==> config.mk <==
export PLATFORM = sky130hd
export DESIGN_NAME = dram_arbiter
export DESIGN_NICKNAME = d
export VERILOG_FILES = /design/src/rtl/dram_arbiter_pkg.sv /design/src/rtl/dram_arb_pick.sv /design/src/rtl/dram_arbiter.sv
export SDC_FILE = /design/constraint.sdc
export NUM_CORES = 1
export LEC_CHECK = 0
export BUFFER_PORTS_ARGS = -buffer_cell sky130_fd_sc_hd__buf_2
export CORE_AREA = 2 2 109 111
export DETAILED_ROUTE_END_ITERATION = 8
export DIE_AREA = 0 0 111 113
export GPL_TIMING_DRIVEN = 1
export PLACE_DENSITY = 0.68
export RECOVER_POWER = 100
export SLEW_MARGIN = 20
export SYNTH_ARGS = -nofsm -noshare
export SYNTH_HDL_FRONTEND = slang
export SYNTH_SLANG_ARGS = --single-unit
==> constraint.sdc <==
create_clock -name clk -period 3.35 [get_ports clk]
set_clock_uncertainty 0.1 [all_clocks]
set_input_delay 0.335 -clock clk [delete_from_list [all_inputs] [get_ports clk]]
set_output_delay 0.335 -clock clk [all_outputs]
set_load 0.005 [all_outputs]
==> src/rtl/dram_arbiter_pkg.sv <==
// Shared encodings for the DRAM arbiter: FSM states and one-hot grant values.
package dram_arbiter_pkg;

    typedef enum logic [1:0] {
        ARB_IDLE    = 2'd0,
        ARB_BUSY    = 2'd1,
        ARB_RELEASE = 2'd2
    } arb_state_t;

    localparam logic [1:0] GRANT_NONE = 2'b00;
    localparam logic [1:0] GRANT_M0   = 2'b01;
    localparam logic [1:0] GRANT_M1   = 2'b10;

endpackage

==> src/rtl/dram_arb_pick.sv <==
// Combinational pick between two requesters; tie rule selected by DRAM_ARBITER_FIXED_PRIO_EN
// (defined: m0 always wins ties; undefined: the master not served last wins ties).
module dram_arb_pick
    import dram_arbiter_pkg::*;
(
    input  logic       req0,
    input  logic       req1,
    input  logic       last,
    output logic [1:0] grant
);

`ifdef DRAM_ARBITER_FIXED_PRIO_EN
    logic unused_last;
    assign unused_last = last;
    logic tie_pick;
    assign tie_pick = 1'b0;
`else
    logic tie_pick;
    assign tie_pick = ~last;
`endif

    always_comb begin
        grant = GRANT_NONE;
        if (req0 && req1) begin
            grant = tie_pick ? GRANT_M1 : GRANT_M0;
        end else if (req0) begin
            grant = GRANT_M0;
        end else if (req1) begin
            grant = GRANT_M1;
        end
    end

endmodule

==> src/rtl/dram_arbiter.sv <==
// Two-master DRAM port arbiter: grants whole transactions and routes completions to the owner.
// Tie policy comes from dram_arb_pick (DRAM_ARBITER_FIXED_PRIO_EN selects fixed priority).
module dram_arbiter
    import dram_arbiter_pkg::*;
#(
    parameter int ADDR_W = 24,
    parameter int DATA_W = 32
) (
    input  logic              clk,
    input  logic              rst_n,
    input  logic [ADDR_W-1:0] m0_addr,
    input  logic [DATA_W-1:0] m0_data_out,
    input  logic              m0_req_read,
    input  logic              m0_req_write,
    output logic [DATA_W-1:0] m0_data_in,
    output logic              m0_data_valid,
    output logic              m0_write_complete,
    input  logic [ADDR_W-1:0] m1_addr,
    input  logic [DATA_W-1:0] m1_data_out,
    input  logic              m1_req_read,
    input  logic              m1_req_write,
    output logic [DATA_W-1:0] m1_data_in,
    output logic              m1_data_valid,
    output logic              m1_write_complete,
    output logic [ADDR_W-1:0] dram_addr,
    output logic [DATA_W-1:0] dram_data_out,
    output logic              dram_req_read,
    output logic              dram_req_write,
    input  logic [DATA_W-1:0] dram_data_in,
    input  logic              dram_data_valid,
    input  logic              dram_write_complete,
    output logic [1:0]        grant
);

    // Handshake: a master holds its level request until the matching completion pulse;
    // the DRAM request is held until the controller pulses the completion of the issued type.
    arb_state_t        state, state_next;
    logic              last, last_next;
    logic [1:0]        grant_next, pick_grant;
    logic [ADDR_W-1:0] addr_next;
    logic [DATA_W-1:0] data_next;
    logic              rd_next, wr_next;
    logic              sel, busy, done;

    dram_arb_pick u_pick (
        .req0  (m0_req_read | m0_req_write),
        .req1  (m1_req_read | m1_req_write),
        .last  (last),
        .grant (pick_grant)
    );

    assign busy = (state == ARB_BUSY);
    assign done = busy && ((dram_req_read && dram_data_valid) ||
                           (dram_req_write && dram_write_complete));
    assign sel  = pick_grant[1];

    always_comb begin
        state_next = state;
        grant_next = grant;
        last_next  = last;
        addr_next  = dram_addr;
        data_next  = dram_data_out;
        rd_next    = dram_req_read;
        wr_next    = dram_req_write;
        case (state)
            ARB_IDLE: begin
                if (pick_grant != GRANT_NONE) begin
                    addr_next  = sel ? m1_addr : m0_addr;
                    data_next  = sel ? m1_data_out : m0_data_out;
                    // A simultaneous read+write is serviced as a read only.
                    rd_next    = sel ? m1_req_read : m0_req_read;
                    wr_next    = sel ? (m1_req_write & ~m1_req_read)
                                     : (m0_req_write & ~m0_req_read);
                    grant_next = pick_grant;
                    last_next  = sel;
                    state_next = ARB_BUSY;
                end
            end
            ARB_BUSY: begin
                if (done) begin
                    rd_next    = 1'b0;
                    wr_next    = 1'b0;
                    grant_next = GRANT_NONE;
                    state_next = ARB_RELEASE;
                end
            end
            ARB_RELEASE: state_next = ARB_IDLE;
            default:     state_next = ARB_IDLE;
        endcase
    end

    always_ff @(posedge clk) begin
        if (!rst_n) begin
            state          <= ARB_IDLE;
            grant          <= GRANT_NONE;
            last           <= 1'b1;
            dram_addr      <= '0;
            dram_data_out  <= '0;
            dram_req_read  <= 1'b0;
            dram_req_write <= 1'b0;
        end else begin
            state          <= state_next;
            grant          <= grant_next;
            last           <= last_next;
            dram_addr      <= addr_next;
            dram_data_out  <= data_next;
            dram_req_read  <= rd_next;
            dram_req_write <= wr_next;
        end
    end

    // Completions of the wrong type, or outside BUSY, never reach a master.
    always_comb begin
        m0_data_in        = '0;
        m1_data_in        = '0;
        m0_data_valid     = 1'b0;
        m1_data_valid     = 1'b0;
        m0_write_complete = 1'b0;
        m1_write_complete = 1'b0;
        if (busy && grant[0]) begin
            m0_data_in        = dram_data_in;
            m0_data_valid     = dram_req_read & dram_data_valid;
            m0_write_complete = dram_req_write & dram_write_complete;
        end
        if (busy && grant[1]) begin
            m1_data_in        = dram_data_in;
            m1_data_valid     = dram_req_read & dram_data_valid;
            m1_write_complete = dram_req_write & dram_write_complete;
        end
    end

endmodule

# [After elaboration in Yosys (flattened, before gate mapping)]
# Index checks and enable logic that the tools add are counted.
[totals] reg_bits=63 output_inout_bits=128
[classes] reduce_logical=13 muxes=25 bitwise=8 eq_ne=3
[op_table] cell="32-bit 2-to-1 mux" n=3
[op_table] cell="24-bit 2-to-1 mux" n=1
[op_table] cell="2-bit 2-to-1 mux" n=8
[op_table] cell="1-bit 2-to-1 mux" n=9
[op_table] cell="2-bit one-hot mux with 2 select lines" n=2
[op_table] cell="1-bit logical AND" n=6
[op_table] cell="1-bit AND" n=4
[op_table] cell="1-bit one-hot mux with 2 select lines" n=2
[op_table] cell="2-bit AND reduction" n=2
[op_table] cell="2-bit nonzero test" n=2
[op_table] cell="3-bit AND reduction" n=1
[op_table] cell="2-bit by 1-bit equality test with 1-bit output (second input constant)" n=1
[op_table] cell="2-bit logical NOT" n=1
[op_table] cell="2-bit by 1-bit != test with 1-bit output (second input constant)" n=1
[op_table] cell="2-bit != test (second input constant)" n=1
[op_table] cell="1-bit inverter" n=2
[op_table] cell="1-bit OR" n=2
[op_table] cell="1-bit logical OR" n=1

# [Depth between registers and ports, before layout]
# Gate-level depths: netlist of the first run.
[depth] ltp_word=7 mapped_depth=6 depth_no_buf=4

# [Cells and area by module]
# From an unflattened synthesis of the first run, not the netlist that was laid out.
[hier_totals] cells_unflattened=383 area_unflattened_um2=3539.6
[by_module_without_submodules] mod="dram_arbiter" instances=1 cells_per_inst=380 area_per_inst_um2=3520.9 seq_area_each_um2=1261.2
[by_module_without_submodules] mod="dram_arb_pick" instances=1 cells_per_inst=3 area_per_inst_um2=18.8 seq_area_each_um2=0.0

# [Least setup slack after synthesis of the first run]
# OpenSTA, ideal clock, no wires.
[synth_timing] path_kind="reg-to-output" start="register state[1]" end="output m0_data_in[10]" path_stages_with_launch=5 path_buffers=2 slack_ns=1.707 required_ns=2.915 arrival_ns=1.208 cell_sequence="dfxtp_1 -> and2b_1 -> clkbuf_1 -> clkbuf_1 -> and3_1"
[synth_between] elab_chain_cells=3
[synth_rtl] element="start, declared" line="dram_arbiter.sv:37" rtl="arb_state_t state, state_next;"
[synth_rtl] element="start signal, assigned" line="dram_arbiter.sv:102" rtl="state <= state_next;"
[synth_rtl] element="2-bit by 1-bit equality test with 1-bit output" line="dram_arbiter.sv:52" rtl="assign busy = (state == ARB_BUSY);"
[synth_rtl] element="1-bit logical AND" line="dram_arbiter.sv:120" rtl="if (busy && grant[0]) begin"
[synth_rtl] element="32-bit 2-to-1 mux" line="dram_arbiter.sv:120"
[synth_rtl] element="end, declared" line="dram_arbiter.sv:15" rtl="output logic [DATA_W-1:0] m0_data_in,"
# No other way between the ends.

# [Final worst setup path of the first run]
[layout_timing] start="register state[1]" end="output m1_data_in[17]"
[layout_between] elab_chain_cells=3
[layout_rtl] element="2-bit by 1-bit equality test with 1-bit output" line="dram_arbiter.sv:52"
[layout_rtl] element="1-bit logical AND" line="dram_arbiter.sv:125" rtl="if (busy && grant[1]) begin"
[layout_rtl] element="32-bit 2-to-1 mux" line="dram_arbiter.sv:125"
[layout_rtl] element="end, declared" line="dram_arbiter.sv:22" rtl="output logic [DATA_W-1:0] m1_data_in,"
# No other way between the ends.

==> results of run 1 <==
## layout by cell type, fill, tap and decap left out, types with 2 or more instances in the layout
cell and count:
buf_4 4, clkbuf_1 66, buf_2 212, dfxtp_1 63
nor2_1 3, and3_1 69, clkbuf_2 4, and2_0 2
o22ai_1 2, o21ai_0 57, clkbuf_16 9, inv_1 2
nand2_1 121, a31oi_1 57, buf_1 3
## worst max path at each step
| stage | start | to | slack, ns |
|---|---|---|---|
| after floorplan | state[1]$_SDFFE_PN0P_ | m0_data_in[10] | 1.71 |
| after global placement | state[1]$_SDFFE_PN0P_ | m1_data_in[17] | 1.24 |
| after detailed placement | state[0]$_SDFFE_PN0P_ | m1_data_in[7] | 1.20 |
| after CTS | state[1]$_SDFFE_PN0P_ | m1_data_in[7] | 0.85 |
| after global routing | state[1]$_SDFFE_PN0P_ | m0_data_in[17] | 0.49 |
| final | state[1]$_SDFFE_PN0P_ | m1_data_in[17] | 0.69 |
## critical path, cell delays in order (launching register included)
cell and delay, ns:
dfxtp_1 0.32, and2b_1 0.68, clkbuf_2 0.54, and3_1 0.22, clkbuf_1 0.13
## power by group
part	switching [mW]	total, mW	internal [mW]
Combinational	0.317	0.548	0.230
Clock	0.327	0.922	0.595
Sequential	0.0657	0.918	0.852
## registers in the layout, summed over array words and instances, names as in the netlist
| register | cells |
|---|---|
| dram_addr | 24 |
| dram_data_out | 32 |
| dram_req_read | 1 |
| dram_req_write | 1 |
| grant | 2 |
| last | 1 |
| state | 2 |
## metrics by stage
step,util [%],setup WS (ns),power (mW),cells
2_1_floorplan,-,1.707,1.226,435
3_3_place_gp,40.76,1.244,1.507,820
3_5_place_dp,40.76,1.204,1.507,820
4_1_cts,43.36,0.8511,2.444,836
5_1_grt,42.40,0.4872,2.537,837
6_report,42.40,0.6924,2.387,837
## kinds of logic after synthesis
kind of cell | count (synthesis) | share of synthesized area, %
buffers and inverters | 46 | 5.962
DFF | 63 | 40.34
AOI/OAI and AO/OA | 124 | 23.13
muxes | 1 | 0.3201
and+or+nand+nor | 201 | 30.25
## area by class of cell
type | instances | area (um2)
diodes | 1 | 2.502
clock buffers | 13 | 250.2
clock inverters | 3 | 42.54
fillers | 1228 | 6492
inverters | 2 | 7.507
multi-input cells | 326 | 1678
flip-flops and latches | 63 | 1261
well taps | 143 | 178.9
repair buffers | 286 | 1359
## metal layers
layer  vias up  track usage, %  share of wire (%)
met5         -               0                  0
met2       192           31.90                 50
li1       2039               -                  -
met1      1794           20.80                 41
met3        19           4.017                7.6
met4         0           8.333                2.2
==> results.toml, run 1 <==
[logic_synthesis]
synth_fp_nets = 587
synthCells = 435
yosys_warnings = 0
synthFlopType = "dfxtp_1"
syn_area_per_cell_um2 = 7.188
synthTopCellsByCount = "121 x nand2_1, 69 x and3_1, 63 x dfxtp_1, 57 x a31oi_1, 53 x o21ai_0"
synth_most_common_cell = "nand2_1"
synthArstFlopShare_pct = 0
synth_cell_type_count = 27
netlist_top_cells_area = "dfxtp_1 40%, nand2_1 15%, and3_1 14%, a31oi_1 11%, o21ai_0 8.5%"
yosysSeqAreaShare_pct = 40.34
synth_top_cell_by_area = "dfxtp_1"
synth_edf_count = 0
synth_seq_cells = 63
netlist.area_leader.share_pct = 40.34
syn-cell-area_um2 = 3127

[min_path]
min_to = "dram_data_out[2]$_SDFFE_PN0P_"
hold_depth = 3
min_from = "m0_data_out[2]"
hp-class = "input pin to register"

[worst_setup_path]
cp_max_fo = 37
crit_path_end_kind = "output pin"
cp.required_ns = 2.91
start_kind = "register"
critPathKind = "register to output pin"
ff2ff_path_depth = 5
rr_startpoint = "last$_SDFFE_PN1P_"
arrival_ns = 2.22
r2r-end = "dram_addr[15]$_SDFFE_PN0P_"
reg2reg_slack_ns = 1.11

[cts]
clockRootBuffer = "clkbuf_16"
cts_hold_buf = 0
cts.sinks = 63
cts_resized = 0
post-cts-setup-buffers = 0
clk_latency_ns = 0.32
cts_buffers = 9
tritoncts = "built"
cts_buffer_depth = 2
clkTransAtPathRegs_ns = 0.06
htree_num_levels = 3

[detailed_routing]
antenna_left = 0
dr.first_iter.drc_count = 265
firstDrtPassIters = 4
wire_per_inst_um = 14.09
wl_um = 11800
vias = 4044
drc = 0
via_per_inst = 4.832

[global_routing]
grt_use_total_pct = 18.02
grt_pass1_wl_um = 18360
grt_pass1_vias = 3666
grt_max_degree = 61
grt.overflow.total = 0
antenna_found_initial = 1

[floorplanning]
die_x_um = 111
initial_core_util_pct = 27.74
core_um2 = 11270
die-area_um2 = 12540
die_h_um = 113
num_rows = 39
top_level_ports = 280

[placed_design]
dp_hpwl_um = 8563
post_dp_cell_area_um2 = 4594
gp_congestion = 0.7859
port_buffers = 279

[timing]
fin_tns_setup_ns = 0
hold_violations = 0
fin_crit_sh_pct = 79.33
setup_viol_count_final = 0
hold_slack_ns = 0.1640
max_slew.worst_pin.slew_ns = 1.329
fmax_mhz = 376.3
slew_viol_final = 0
relSlewSlack_pct = 11.38
rsz0062_at_grt = "no"
final.min_clock_period_ns = 2.658

[outcome]
outcome = "completed"

[finish]
nNetsFinal = 840
drive_gt1_share_pct = 33.91
design_area_um2 = 4780
area_growth_pct = 52.86

[power]
cellPowerDensity_nw_per_um2 = 499.4
power.leakage_nw = 2.568
ir_drop_v = 0.0002080

[flow_run]
maxCapViolCount = 0
(Power assumes the default switching activity.)
==> inputs of run 2 (changes only) <==
--- a/config.mk
+++ b/config.mk
@@ -5,12 +5,13 @@
 export SDC_FILE = /design/constraint.sdc
 export NUM_CORES = 1
 export LEC_CHECK = 0
+export ABC_AREA = 1
 export BUFFER_PORTS_ARGS = -buffer_cell sky130_fd_sc_hd__buf_2
-export CORE_AREA = 2 2 109 111
+export CORE_AREA = 2 2 127 104
 export DETAILED_ROUTE_END_ITERATION = 8
-export DIE_AREA = 0 0 111 113
+export DIE_AREA = 0 0 129 106
 export GPL_TIMING_DRIVEN = 1
-export PLACE_DENSITY = 0.68
+export PLACE_DENSITY = 0.71
 export RECOVER_POWER = 100
 export SLEW_MARGIN = 20
 export SYNTH_ARGS = -nofsm -noshare
==> constraint.sdc (replaced) <==
create_clock -name clk -period 2.3 [get_ports clk]
set_clock_uncertainty 0.1 [all_clocks]
set_input_delay 0.23 -clock clk [delete_from_list [all_inputs] [get_ports clk]]
set_output_delay 0.23 -clock clk [all_outputs]
set_load 0.005 [all_outputs]
==> results.toml, run 2 <==
[logic_synthesis]
synthCells = 643
syn-cell-area_um2 = 3656
synthTopCellsByCount = "184 x nor2_1, 133 x nand2_1, 116 x nand3_1, 96 x inv_1, 63 x dfxtp_1"
synth_edf_count = 0
synthFlopType = "dfxtp_1"
synth_most_common_cell = "nor2_1"
synth_fp_nets = 795
netlist_top_cells_area = "dfxtp_1 34%, nor2_1 19%, nand3_1 16%, nand2_1 14%, inv_1 9.9%"
syn_area_per_cell_um2 = 5.686
netlist.area_leader.share_pct = 34.50
synth_cell_type_count = 14
synth_seq_cells = 63
yosysSeqAreaShare_pct = 34.50
yosys_warnings = 0
synthArstFlopShare_pct = 0
synth_top_cell_by_area = "dfxtp_1"

[detailed_routing]
antenna_left = 0
firstDrtPassIters = 4
vias = 4607
via_per_inst = 4.266
drc = 0
wl_um = 12980
wire_per_inst_um = 12.02
dr.first_iter.drc_count = 207

[worst_setup_path]
cp_max_fo = 29
rr_startpoint = "state[0]$_SDFFE_PN0P_"
ff2ff_path_depth = 6
arrival_ns = 1.69
critPathKind = "register to output pin"
reg2reg_slack_ns = 0.54
start_kind = "register"
crit_path_end_kind = "output pin"
cp.required_ns = 1.97
r2r-end = "grant[0]$_SDFFE_PN0P_"

[placed_design]
post-place-ws_ns = 0.6582
dp.cells = 1064
gp_congestion = 0.8480
port_buffers = 279
post_dp_cell_area_um2 = 5164
dp_hpwl_um = 9849

[finish]
design_area_um2 = 5329
drive_gt1_share_pct = 23.54
final_common_cell = "nor2_1"
regMostFlops = "dram_data_out"
largest_register_ffs = 32
area_growth_pct = 45.76
top_regs = "dram_data_out: 32 flops, dram_addr: 24 flops"
diodes = 0
most-common-layout-cells = "184 x nor2_1, 179 x buf_2, 130 x nand2_1"
nNetsFinal = 1052
nFillCells = 1443
final_cells = 1080

[min_path]
min_to = "last$_SDFFE_PN1P_"
hp-class = "input pin to register"
hold_depth = 2
min_from = "rst_n"

[cts]
cts_buffers = 9
post-cts-setup-buffers = 0
cts_buffer_depth = 2
cts.sinks = 63
tritoncts = "built"
clkTransAtPathRegs_ns = 0.05
clk_latency_ns = 0.32
cts_hold_buf = 0
cts_resized = 0
htree_num_levels = 3
clockRootBuffer = "clkbuf_16"

[timing]
hold_violations = 0
rsz0062_at_grt = "no"
fin_tns_setup_ns = 0
final.min_clock_period_ns = 2.016
fmax_mhz = 496.1
setup_viol_count_final = 0
slew_viol_final = 0
hold_slack_ns = 0.04035
fin_crit_sh_pct = 87.64
relSlewSlack_pct = 54.29
postLayoutSetupSlackWorst_ns = 0.2844
max_slew.worst_pin.slew_ns = 0.6856

[global_routing]
grt.overflow.total = 0
grt_pass1_vias = 4032
grt_pass1_wl_um = 19930
grt_use_total_pct = 18.39
grt_max_degree = 105
antenna_found_initial = 0

[floorplanning]
die_x_um = 129
die_h_um = 106
core_um2 = 12550
num_rows = 37
initial_core_util_pct = 29.14
top_level_ports = 280
die-area_um2 = 13670

[outcome]
outcome = "completed"

[power]
ir_drop_v = 0.0004752
cellPowerDensity_nw_per_um2 = 740.7
power.leakage_nw = 3.180

[flow_run]
maxCapViolCount = 0
## run 2: kinds of logic after synthesis
logic type	count (synthesis)	synth area share (%)
flops	63	34.50
compound gates	7	1.335
buf+inv	140	15.74
simple gates	433	48.43
## run 2: report_power, final
part           switching [mW]  internal [mW]  total, mW  leakage, nW
sequential             0.0931           1.28       1.37        0.524
clock                   0.492          0.866       1.36        0.138
combinational           0.743          0.474       1.22         2.52
total                    1.33           2.62       3.95         3.18
## run 2: cell type report
type | count | area, um2 | share of cell area (%)
well taps | 175 | 219.0 | 4.109
flip-flops and latches | 63 | 1261 | 23.67
inverters | 98 | 367.9 | 6.903
clock buffers | 11 | 242.7 | 4.555
multi-input cells | 440 | 1815 | 34.07
clock inverters | 5 | 57.56 | 1.080
repair buffers | 288 | 1365 | 25.62
## run 2: through the flow
stage	utilization, %	power [mW]
2_1_floorplan	-	2.163
3_3_place_gp	41.16	2.655
3_5_place_dp	41.16	2.665
4_1_cts	43.55	4.051
5_1_grt	42.48	4.240
6_report	42.48	3.947
## run 2: how the worst max path moves through the flow
stage                                startpoint  slack, ns  depth (start not counted)                         to
after global routing      state[0]$_SDFFE_PN0P_       0.11                          6             m0_data_in[12]
after global placement              m0_req_read       0.66                         10  dram_addr[6]$_SDFFE_PN0P_
after CTS                 state[0]$_SDFFE_PN0P_       0.36                          6             m0_data_in[20]
final                     state[0]$_SDFFE_PN0P_       0.28                          6              m0_data_in[3]
after detailed placement            m0_req_read       0.66                         10  dram_addr[6]$_SDFFE_PN0P_
after floorplan           state[0]$_SDFFE_PN0P_       0.98                          5              m0_data_in[0]
## run 2: critical path, stage by stage (launching register included)
cell,delay (ns)
dfxtp_1,0.30
inv_1,0.06
nor2_1,0.21
nand2_1,0.20
buf_2,0.32
nor2_1,0.14
clkbuf_1,0.13
## run 2: routing by layer
| metal | vias to the layer above | routed length [um] | GRT usage, % |
|---|---|---|---|
| li1 | 2440 | - | - |
| met1 | 1964 | 5202 | 20.23 |
| met2 | 186 | 6441 | 33.98 |
| met3 | 17 | 1051 | 5.486 |
| met4 | 0 | 282 | 5.280 |
| met5 | - | 0 | 0 |
==> inputs of run 3 (changes only) <==
--- a/config.mk
+++ b/config.mk
@@ -7,12 +7,13 @@
 export LEC_CHECK = 0
 export ABC_AREA = 1
 export BUFFER_PORTS_ARGS = -buffer_cell sky130_fd_sc_hd__buf_2
-export CORE_AREA = 2 2 127 104
+export CORE_AREA = 2 2 109 111
 export DETAILED_ROUTE_END_ITERATION = 8
-export DIE_AREA = 0 0 129 106
+export DIE_AREA = 0 0 111 113
 export GPL_TIMING_DRIVEN = 1
-export PLACE_DENSITY = 0.71
+export PLACE_DENSITY = 0.76
 export RECOVER_POWER = 100
+export REMOVE_ABC_BUFFERS = 1
 export SLEW_MARGIN = 20
 export SYNTH_ARGS = -nofsm -noshare
 export SYNTH_HDL_FRONTEND = slang
==> results.toml, run 3 (synthesis gave the netlist of run 2 again) <==
[outcome]
outcome = "completed"

[min_path]
min_to = "last$_SDFFE_PN1P_"
hold_depth = 2
hp-class = "input pin to register"
min_from = "rst_n"

[timing]
postLayoutSetupSlackWorst_ns = 0.3347
slew_viol_final = 0
fmax_mhz = 508.8
hold_violations = 0
rsz0062_at_grt = "no"
relSlewSlack_pct = 55.51
fin_crit_sh_pct = 85.45
setup_viol_count_final = 0
max_slew.worst_pin.slew_ns = 0.6657
final.min_clock_period_ns = 1.965

[finish]
nNetsFinal = 1051
most-common-layout-cells = "184 x nor2_1, 168 x buf_2, 130 x nand2_1"
regMostFlops = "dram_data_out"
final_cells = 1047
largest_register_ffs = 32
area_growth_pct = 43.81
drive_gt1_share_pct = 24.56
final_common_cell = "nor2_1"
top_regs = "dram_data_out: 32 flops, dram_addr: 24 flops"
diodes = 0
nFillCells = 1252

[worst_setup_path]
arrival_ns = 2.14
cp.required_ns = 2.48
cp-startpoint = "last$_SDFFE_PN1P_"
crit_chain = "nand2_2, nand2_1, clkbuf_4, nand2_1, nand3_1, nand2_1, inv_1"
r2r-end = "dram_addr[8]$_SDFFE_PN0P_"
critPathSlowestCell = "clkbuf_4"
cp_max_fo = 39
path_buf_inv = 2
crit_family = "simple AND/OR/NAND/NOR gates"
crit_path_max_incr_delay_ns = 0.55
rr_startpoint = "last$_SDFFE_PN1P_"
cpMostUsedCell = "nand2_1"
crit_path_end_kind = "register"
ff2ff_path_depth = 7
start_kind = "register"
critPathKind = "register to register"
reg2reg_slack_ns = 0.33

[detailed_routing]
via_per_inst = 4.411
drc = 0
antenna_left = 0
wire_per_inst_um = 11.55
wl_um = 12100
dr.first_iter.drc_count = 224
vias = 4618
firstDrtPassIters = 5

[cts]
clk_latency_ns = 0.32
clockRootBuffer = "clkbuf_16"
cts.sinks = 63
cts_buffers = 9
htree_num_levels = 3
cts_buffer_depth = 2
clkTransAtPathRegs_ns = 0.05
tritoncts = "built"

[global_routing]
grt_max_degree = 65
grt_pass1_vias = 4194
grt_use_total_pct = 18.95
grt.overflow.total = 0
grt_pass1_wl_um = 19460
antenna_found_initial = 0

[placed_design]
dp_hpwl_um = 9282
dp.cells = 1031
port_buffers = 279
gp_congestion = 0.8640
post-place-ws_ns = 0.5853

[flow_run]
maxCapViolCount = 0

[power]
power.leakage_nw = 3.209
ir_drop_v = 0.0003306
total_power_mw = 3.734
cellPowerDensity_nw_per_um2 = 710.1

[floorplanning]
die_x_um = 111
core_um2 = 11270
die_h_um = 113
die-area_um2 = 12540
top_level_ports = 280
initial_core_util_pct = 32.43
num_rows = 39
==> run 3: cell type report <==
type / count / area (um2) / share of cell area (%)
repair buffers: 287 / 1381 / 26.27
inverters: 98 / 367.9 / 6.997
flip-flops and latches: 63 / 1261 / 23.99
clock buffers: 15 / 247.7 / 4.712
multi-input cells: 440 / 1815 / 34.53
well taps: 143 / 178.9 / 3.403
clock inverters: 1 / 5.005 / 0.09519
==> run 3: worst max path at each step <==
stage	endpoint	cells after the start
finish	dram_addr[8]$_SDFFE_PN0P_	7
detailed placement	m0_data_in[22]	6
global placement	m0_data_in[8]	6
global route	dram_addr[5]$_SDFFE_PN0P_	7
CTS	m0_data_in[22]	6
floorplan	grant[1]$_SDFFE_PN0P_	7
==> run 3: report_power, final <==
| part | internal (mW) | switching, mW |
|---|---|---|
| logic | 0.470 | 0.724 |
| clock network | 0.728 | 0.439 |
| registers | 1.28 | 0.0928 |
==> run 3: stage by stage <==
stage	setup TNS, ns	instance area (um2)	hold WS, ns	utilization, %
after detailed placement	0	5141	0.3791	45.61
after global placement	0	5141	0.3707	45.61
after global routing	0	5258	0.05924	46.64
after CTS	0	5394	0.03537	47.85
after floorplan	-37.55	3448	0.2291	-
final	0	5258	0.04585	46.64
==> run 3: timing repair <==
action	in CTS	in global routing
resized for setup	0	1
endpoints found under the setup margin	0	7
buffers inserted	0	0
hold buffers	0	0
==> run 3: per-layer routing <==
| metal | up-vias | part of all wire, % | wire length, um | global-route usage [%] |
|---|---|---|---|---|
| met5 | - | 0 | 0 | 0 |
| met4 | 0 | 1.5 | 187 | 6.167 |
| met3 | 13 | 9.0 | 1084 | 5.570 |
| met2 | 201 | 52 | 6322 | 36.44 |
| met1 | 1967 | 37 | 4503 | 19.72 |
| li1 | 2437 | - | - | - |
